### src/rtl/status_flag_unit.sv
// -----------------------------------------------------------------------------
// status_flag_unit
// Registered ALU status unit. Latches {C, V, N, Z} from the ALU result, keeps
// a sticky overflow bit, saves/restores the status on a small LIFO for
// interrupt entry/exit, and evaluates a 4-bit branch condition against the
// latched flags.
//
// Ports
//   clk          in   system clock, rising edge
//   reset        in   asynchronous active-high reset
//   alu_value    in   ALU result [WIDTH-1:0]
//   alu_carry    in   ALU carry/borrow out
//   alu_overflow in   ALU signed overflow
//   flag_we      in   latch new flags from the ALU inputs
//   push         in   save current status onto the stack
//   pop          in   restore status from the stack top
//   sticky_clr   in   clear the sticky overflow
//   cond         in   branch condition select [3:0]
//   status       out  {C, V, N, Z}
//   sticky_v     out  overflow seen since last clear
//   cond_true    out  cond satisfied by current status (combinational)
//   depth        out  stack occupancy
//   stack_full   out  depth == DEPTH
//   stack_empty  out  depth == 0
//   err          out  one-cycle pulse after an illegal stack operation
// -----------------------------------------------------------------------------
module status_flag_unit #(
  parameter int WIDTH = 16,
  parameter int DEPTH = 4
) (
  input  logic                       clk,
  input  logic                       reset,
  input  logic [WIDTH-1:0]           alu_value,
  input  logic                       alu_carry,
  input  logic                       alu_overflow,
  input  logic                       flag_we,
  input  logic                       push,
  input  logic                       pop,
  input  logic                       sticky_clr,
  input  logic [3:0]                 cond,
  output logic [3:0]                 status,
  output logic                       sticky_v,
  output logic                       cond_true,
  output logic [$clog2(DEPTH+1)-1:0] depth,
  output logic                       stack_full,
  output logic                       stack_empty,
  output logic                       err
);

  localparam int DW = $clog2(DEPTH + 1);
  // A single-entry stack still needs a one-bit index.
  localparam int IW = (DEPTH > 1) ? $clog2(DEPTH) : 1;

  logic [3:0]    status_r;
  logic          sticky_r;
  logic [DW-1:0] depth_r;
  logic          err_r;
  logic [3:0]    stack_r [DEPTH];

  logic [3:0]    status_nxt_s;
  logic          sticky_nxt_s;
  logic [DW-1:0] depth_nxt_s;
  logic          err_nxt_s;
  logic          full_s;
  logic          empty_s;
  logic          push_ok_s;
  logic          pop_ok_s;
  logic [IW-1:0] push_idx_s;
  logic [IW-1:0] pop_idx_s;
  logic [3:0]    alu_flags_s;
  logic          cond_s;

  assign full_s     = (depth_r == DW'(DEPTH));
  assign empty_s    = (depth_r == {DW{1'b0}});
  assign push_idx_s = IW'(depth_r);
  assign pop_idx_s  = IW'(depth_r - DW'(1));

  // Operation decode and next-state selection for status, sticky, depth, err.
  always_comb begin
    alu_flags_s  = {alu_carry, alu_overflow, alu_value[WIDTH-1],
                    (alu_value == {WIDTH{1'b0}})};
    push_ok_s    = push & ~pop & ~full_s;
    pop_ok_s     = pop & ~push & ~empty_s;
    // push+pop together is never legal; otherwise overflow/underflow is.
    err_nxt_s    = (push & pop) | (push & ~pop & full_s) | (pop & ~push & empty_s);

    status_nxt_s = status_r;
    if (pop_ok_s) begin
      status_nxt_s = stack_r[pop_idx_s];
    end else if (flag_we) begin
      status_nxt_s = alu_flags_s;
    end else begin
      status_nxt_s = status_r;
    end

    depth_nxt_s = depth_r;
    if (push_ok_s) begin
      depth_nxt_s = depth_r + DW'(1);
    end else if (pop_ok_s) begin
      depth_nxt_s = depth_r - DW'(1);
    end else begin
      depth_nxt_s = depth_r;
    end

    // Setting wins over clearing so an overflow is never lost.
    sticky_nxt_s = sticky_r;
    if (flag_we & alu_overflow) begin
      sticky_nxt_s = 1'b1;
    end else if (sticky_clr) begin
      sticky_nxt_s = 1'b0;
    end else begin
      sticky_nxt_s = sticky_r;
    end
  end

  // Status, sticky, occupancy and error registers.
  always_ff @(posedge clk or posedge reset) begin
    if (reset) begin
      status_r <= 4'b0000;
      sticky_r <= 1'b0;
      depth_r  <= {DW{1'b0}};
      err_r    <= 1'b0;
    end else begin
      status_r <= status_nxt_s;
      sticky_r <= sticky_nxt_s;
      depth_r  <= depth_nxt_s;
      err_r    <= err_nxt_s;
    end
  end

  // Stack storage; contents are don't-care after reset, so no reset here.
  // The pre-edge status is stored, so push+flag_we saves the old flags.
  always_ff @(posedge clk) begin
    if (push_ok_s) begin
      stack_r[push_idx_s] <= status_r;
    end
  end

  // Branch condition evaluation from the latched flags.
  always_comb begin
    cond_s = 1'b0;
    case (cond)
      4'd0:    cond_s = 1'b1;
      4'd1:    cond_s = status_r[0];
      4'd2:    cond_s = ~status_r[0];
      4'd3:    cond_s = status_r[1];
      4'd4:    cond_s = ~status_r[1];
      4'd5:    cond_s = status_r[2];
      4'd6:    cond_s = ~status_r[2];
      4'd7:    cond_s = status_r[3];
      4'd8:    cond_s = ~status_r[3];
      4'd9:    cond_s = status_r[3] & ~status_r[0];
      4'd10:   cond_s = ~status_r[3] | status_r[0];
      4'd11:   cond_s = (status_r[1] == status_r[2]);
      4'd12:   cond_s = (status_r[1] != status_r[2]);
      4'd13:   cond_s = ~status_r[0] & (status_r[1] == status_r[2]);
      4'd14:   cond_s = status_r[0] | (status_r[1] != status_r[2]);
      4'd15:   cond_s = 1'b0;
      default: cond_s = 1'b0;
    endcase
  end

  assign status      = status_r;
  assign sticky_v    = sticky_r;
  assign depth       = depth_r;
  assign stack_full  = full_s;
  assign stack_empty = empty_s;
  assign err         = err_r;
  assign cond_true   = cond_s;

endmodule
### config.mk
export PLATFORM = sky130hd
export DESIGN_NAME = status_flag_unit
export DESIGN_NICKNAME = d
export VERILOG_FILES = /design/src/rtl/status_flag_unit.sv
export SDC_FILE = /design/constraint.sdc
export NUM_CORES = 1
export LEC_CHECK = 0
export CAP_MARGIN = 20
export CORE_MARGIN = 2
export CORE_UTILIZATION = 35
export DETAILED_ROUTE_END_ITERATION = 7
export HOLD_SLACK_MARGIN = 0.05
export PLACE_DENSITY_LB_ADDON = 0.25
export SYNTH_ARGS = -nofsm -noshare
export SYNTH_HDL_FRONTEND = slang
export SYNTH_SLANG_ARGS = --single-unit
### constraint.sdc
create_clock -name clk -period 2.3 [get_ports clk]
set_input_delay 0.46 -clock clk [delete_from_list [all_inputs] [get_ports clk]]
set_output_delay 0.46 -clock clk [all_outputs]
set_load 0.02 [all_outputs]
==> results.py <==
metrics = {
    "timing": {
        "tightest_slew_ps": 432,
        "clock_skew_ps": 3.62,
        "post-route-period-util_pct": 94.6,
        "slew_viol_final": 0,
        "clock.fmax_mhz": 460,
        "period_needed_ps": 2180,
        "setup_viol": 0,
        "rsz0062_at_grt": "no",
        "fin_ws_ps": 125,
        "whs_ps": 476,
        "relSlewSlack_pct": 71.2,
        "finalHoldViolCount": 0,
    },
    "synth": {
        "syn-cell-area_um2": 1320,
        "synth_area_leader_cell": "edfxtp_1",
        "synth-main-ff-cell": "edfxtp_1",
        "syn_inst": 104,
        "synth_edf_count": 16,
        "yosys_warnings": 0,
        "seq_area_frac_synth_pct": 53.5,
        "ys_ff_latch": 25,
        "avgSynthCellArea_um2": 12.7,
        "synth.top_cells.by_area": "edfxtp_1, dfrtp_1, mux4_2",
        "synth_top_area_share_pct": 36.4,
        "async_flop_share_pct": 36.0,
        "syn_nets": 138,
        "synthDistinctLibCells": 33,
    },
    "clock_network": {
        "insertion_delay_ps": 260,
        "clock_sinks": 25,
        "clk_pin_slew_ps": 80,
        "cts-root-buf": "clkbuf_8",
        "clockBufferDepth": 2,
        "ctsHoldBuffers": 0,
        "cts_tree": "yes",
        "post_cts.repair.setup_buffers": 0,
        "cts_buffers": 3,
        "cts_max_level": 1,
    },
    "route": {
        "drtIter0Drc": 29,
        "drt_wl_total_mm": 2.94,
        "ant_nets": 0,
        "dr.pass1.iters": 4,
        "vias": 991,
        "drc": 0,
        "vias_per_cell": 5.01,
        "wire_per_inst_um": 14.8,
    },
    "critical_path": {
        "cp_slowest_cell": "dfrtp_1",
        "cp.required_ps": 1840,
        "worstSetupStartpointType": "flop",
        "crit_top_cell": "buf_4",
        "crit_fanout": 4,
        "critical_path_class": "reg2out",
        "endpoint_kind": "output port",
        "critical-path-max-stage-delay_ps": 470,
        "arrival_ps": 1720,
        "path_cells": "xnor2_2 -> buf_4 -> mux2i_1 -> a211oi_1 -> nand4_1 -> buf_4",
    },
    "placed_design": {
        "post-place-cells": 194,
        "gp_congestion": 0.752,
        "pre_cts_slack_ps": -530,
        "hpwl_mm": 2.21,
        "io_buffers": 39,
    },
    "final_layout": {
        "multi_input_area_um2": 568,
        "mostFrequentLayoutCell": "clkdlybuf4s50_1",
        "layout_common_cells": "clkdlybuf4s50_1, edfxtp_1, dfrtp_1, buf_4, mux2i_1",
        "antennaDiodeCount": 0,
        "area_growth_pct": 40.2,
        "fillers": 347,
        "drive_gt1_share_pct": 13.3,
        "instances_no_fill": 198,
        "final_net_count": 185,
        "seqCellArea_um2": 706,
        "final_core_util_pct": 50.9,
    },
    "pwr": {
        "p_total_mw": 1.78,
        "cellPowerDensity_nw_per_um2": 963,
        "leakage_nw": 0.753,
        "peakVddDrop_mv": 0.409,
    },
    "grt": {
        "antenna_found_initial": 0,
        "overflow": 0,
        "grt_max_degree": 14,
        "grt_pass1_vias": 937,
        "grt_first_pass_wirelength_mm": 4.67,
        "track_usage_pct": 14.5,
    },
    "die": {
        "ios": 40,
        "die_h_um": 65.4,
        "placeableCoreArea_um2": 3630,
        "start_util_pct": 36.3,
        "die_w_um": 65.4,
        "dieArea_um2": 4280,
        "num_rows": 22,
    },
    "run_status": {
        "status": "complete, no violations",
    },
    "hold_path": {
        "hp-class": "in2async",
    },
    "job": {
        "drv_cap": 0,
    },
}
worst paths after layout:
path | startpoint | to | slack, ps | cells past startpoint
hold reg to reg | sticky_v$_DFFE_PP0P_ | sticky_v$_DFFE_PP0P_ | 550 | 2
max in group asynchronous | reset | depth[0]$_DFFE_PP0P_ | 1550 | 2
hold / removal | reset | status[2]$_DFFE_PP0P_ | 480 | 2
min in group clk | sticky_v$_DFFE_PP0P_ | sticky_v$_DFFE_PP0P_ | 550 | 2
setup reg to reg | depth[1]$_DFFE_PP0P_ | depth[2]$_DFFE_PP0P_ | 260 | 7
setup / recovery | status[2]$_DFFE_PP0P_ | cond_true | 120 | 6
report_power, final:
| part | leakage, nW | internal (mW) | switching (mW) | total [mW] |
|---|---|---|---|---|
| logic | 0.476 | 0.436 | 0.406 | 0.842 |
| clock network | 0.0228 | 0.124 | 0.130 | 0.254 |
| registers | 0.254 | 0.600 | 0.0846 | 0.685 |
per-stage QoR:
step                setup TNS (ps)  area, um^2
floorplan                        0        1320
global placement              -440        1800
detailed placement            -530        1800
CTS                              0        1840
global route                     0        1850
finish                           0        1850
kinds of logic (layout without fill, tap and decap cells):
group / Yosys count / in the layout / share of synthesized area, %
AOI/OAI and AO/OA: 15 / 15 / 7.21
muxes: 12 / 12 / 12.9
adders and majority gates: 6 / 6 / 5.69
xor gates and xnor gates: 2 / 2 / 1.90
DFF: 25 / 25 / 53.5
and+or+nand+nor: 33 / 33 / 14.8
buffers and inverters: 11 / 57 / 3.98
what timing repair did:
action / in CTS / in global routing
gates resized for setup: 9 / 4
endpoints found under the setup margin: 2 / 2
pin swaps: 0 / 0
state kept, by name, indices dropped and copies added, names as in the netlist:
| name | count |
|---|---|
| stack_r | 16 |
| status | 4 |
| depth | 3 |
| err | 1 |
| sticky_v | 1 |
cell usage after synthesis, drive strengths merged (2+ instances only):
cell type  instances
mux4               4
o21ai              6
nor2b              3
ha                 6
dfrtp              9
mux2i              8
a21oi              3
nor4               5
buf                4
inv                6
nand3b             2
and2               5
nor2               5
nand2              6
edfxtp            16
xnor2              2
final cells by class:
cell class                      count  share of cell area (%)
Inverter                            6                    1.22
Sequential cell                    25                    38.2
Timing Repair Buffer               47                    24.2
Tap cell                           48                    3.25
Clock buffer                        4                    2.44
Multi-Input combinational cell     68                    30.7
worst max-delay path, delay by kind of cell (launching register included):
family | cells | cell delay (ps)
compound gates | 1 | 270
mux | 1 | 100
flops | 1 | 470
simple gates | 1 | 130
buf+inv | 2 | 310
xor+xnor | 1 | 170
routing by layer:
layer	GRT usage (%)	routed length [um]
met4	3.91	48
met2	24.0	1430
met1	19.4	1330
met5	0	0
met3	3.08	137
No activity file was read; power rests on OpenSTA's default activity.
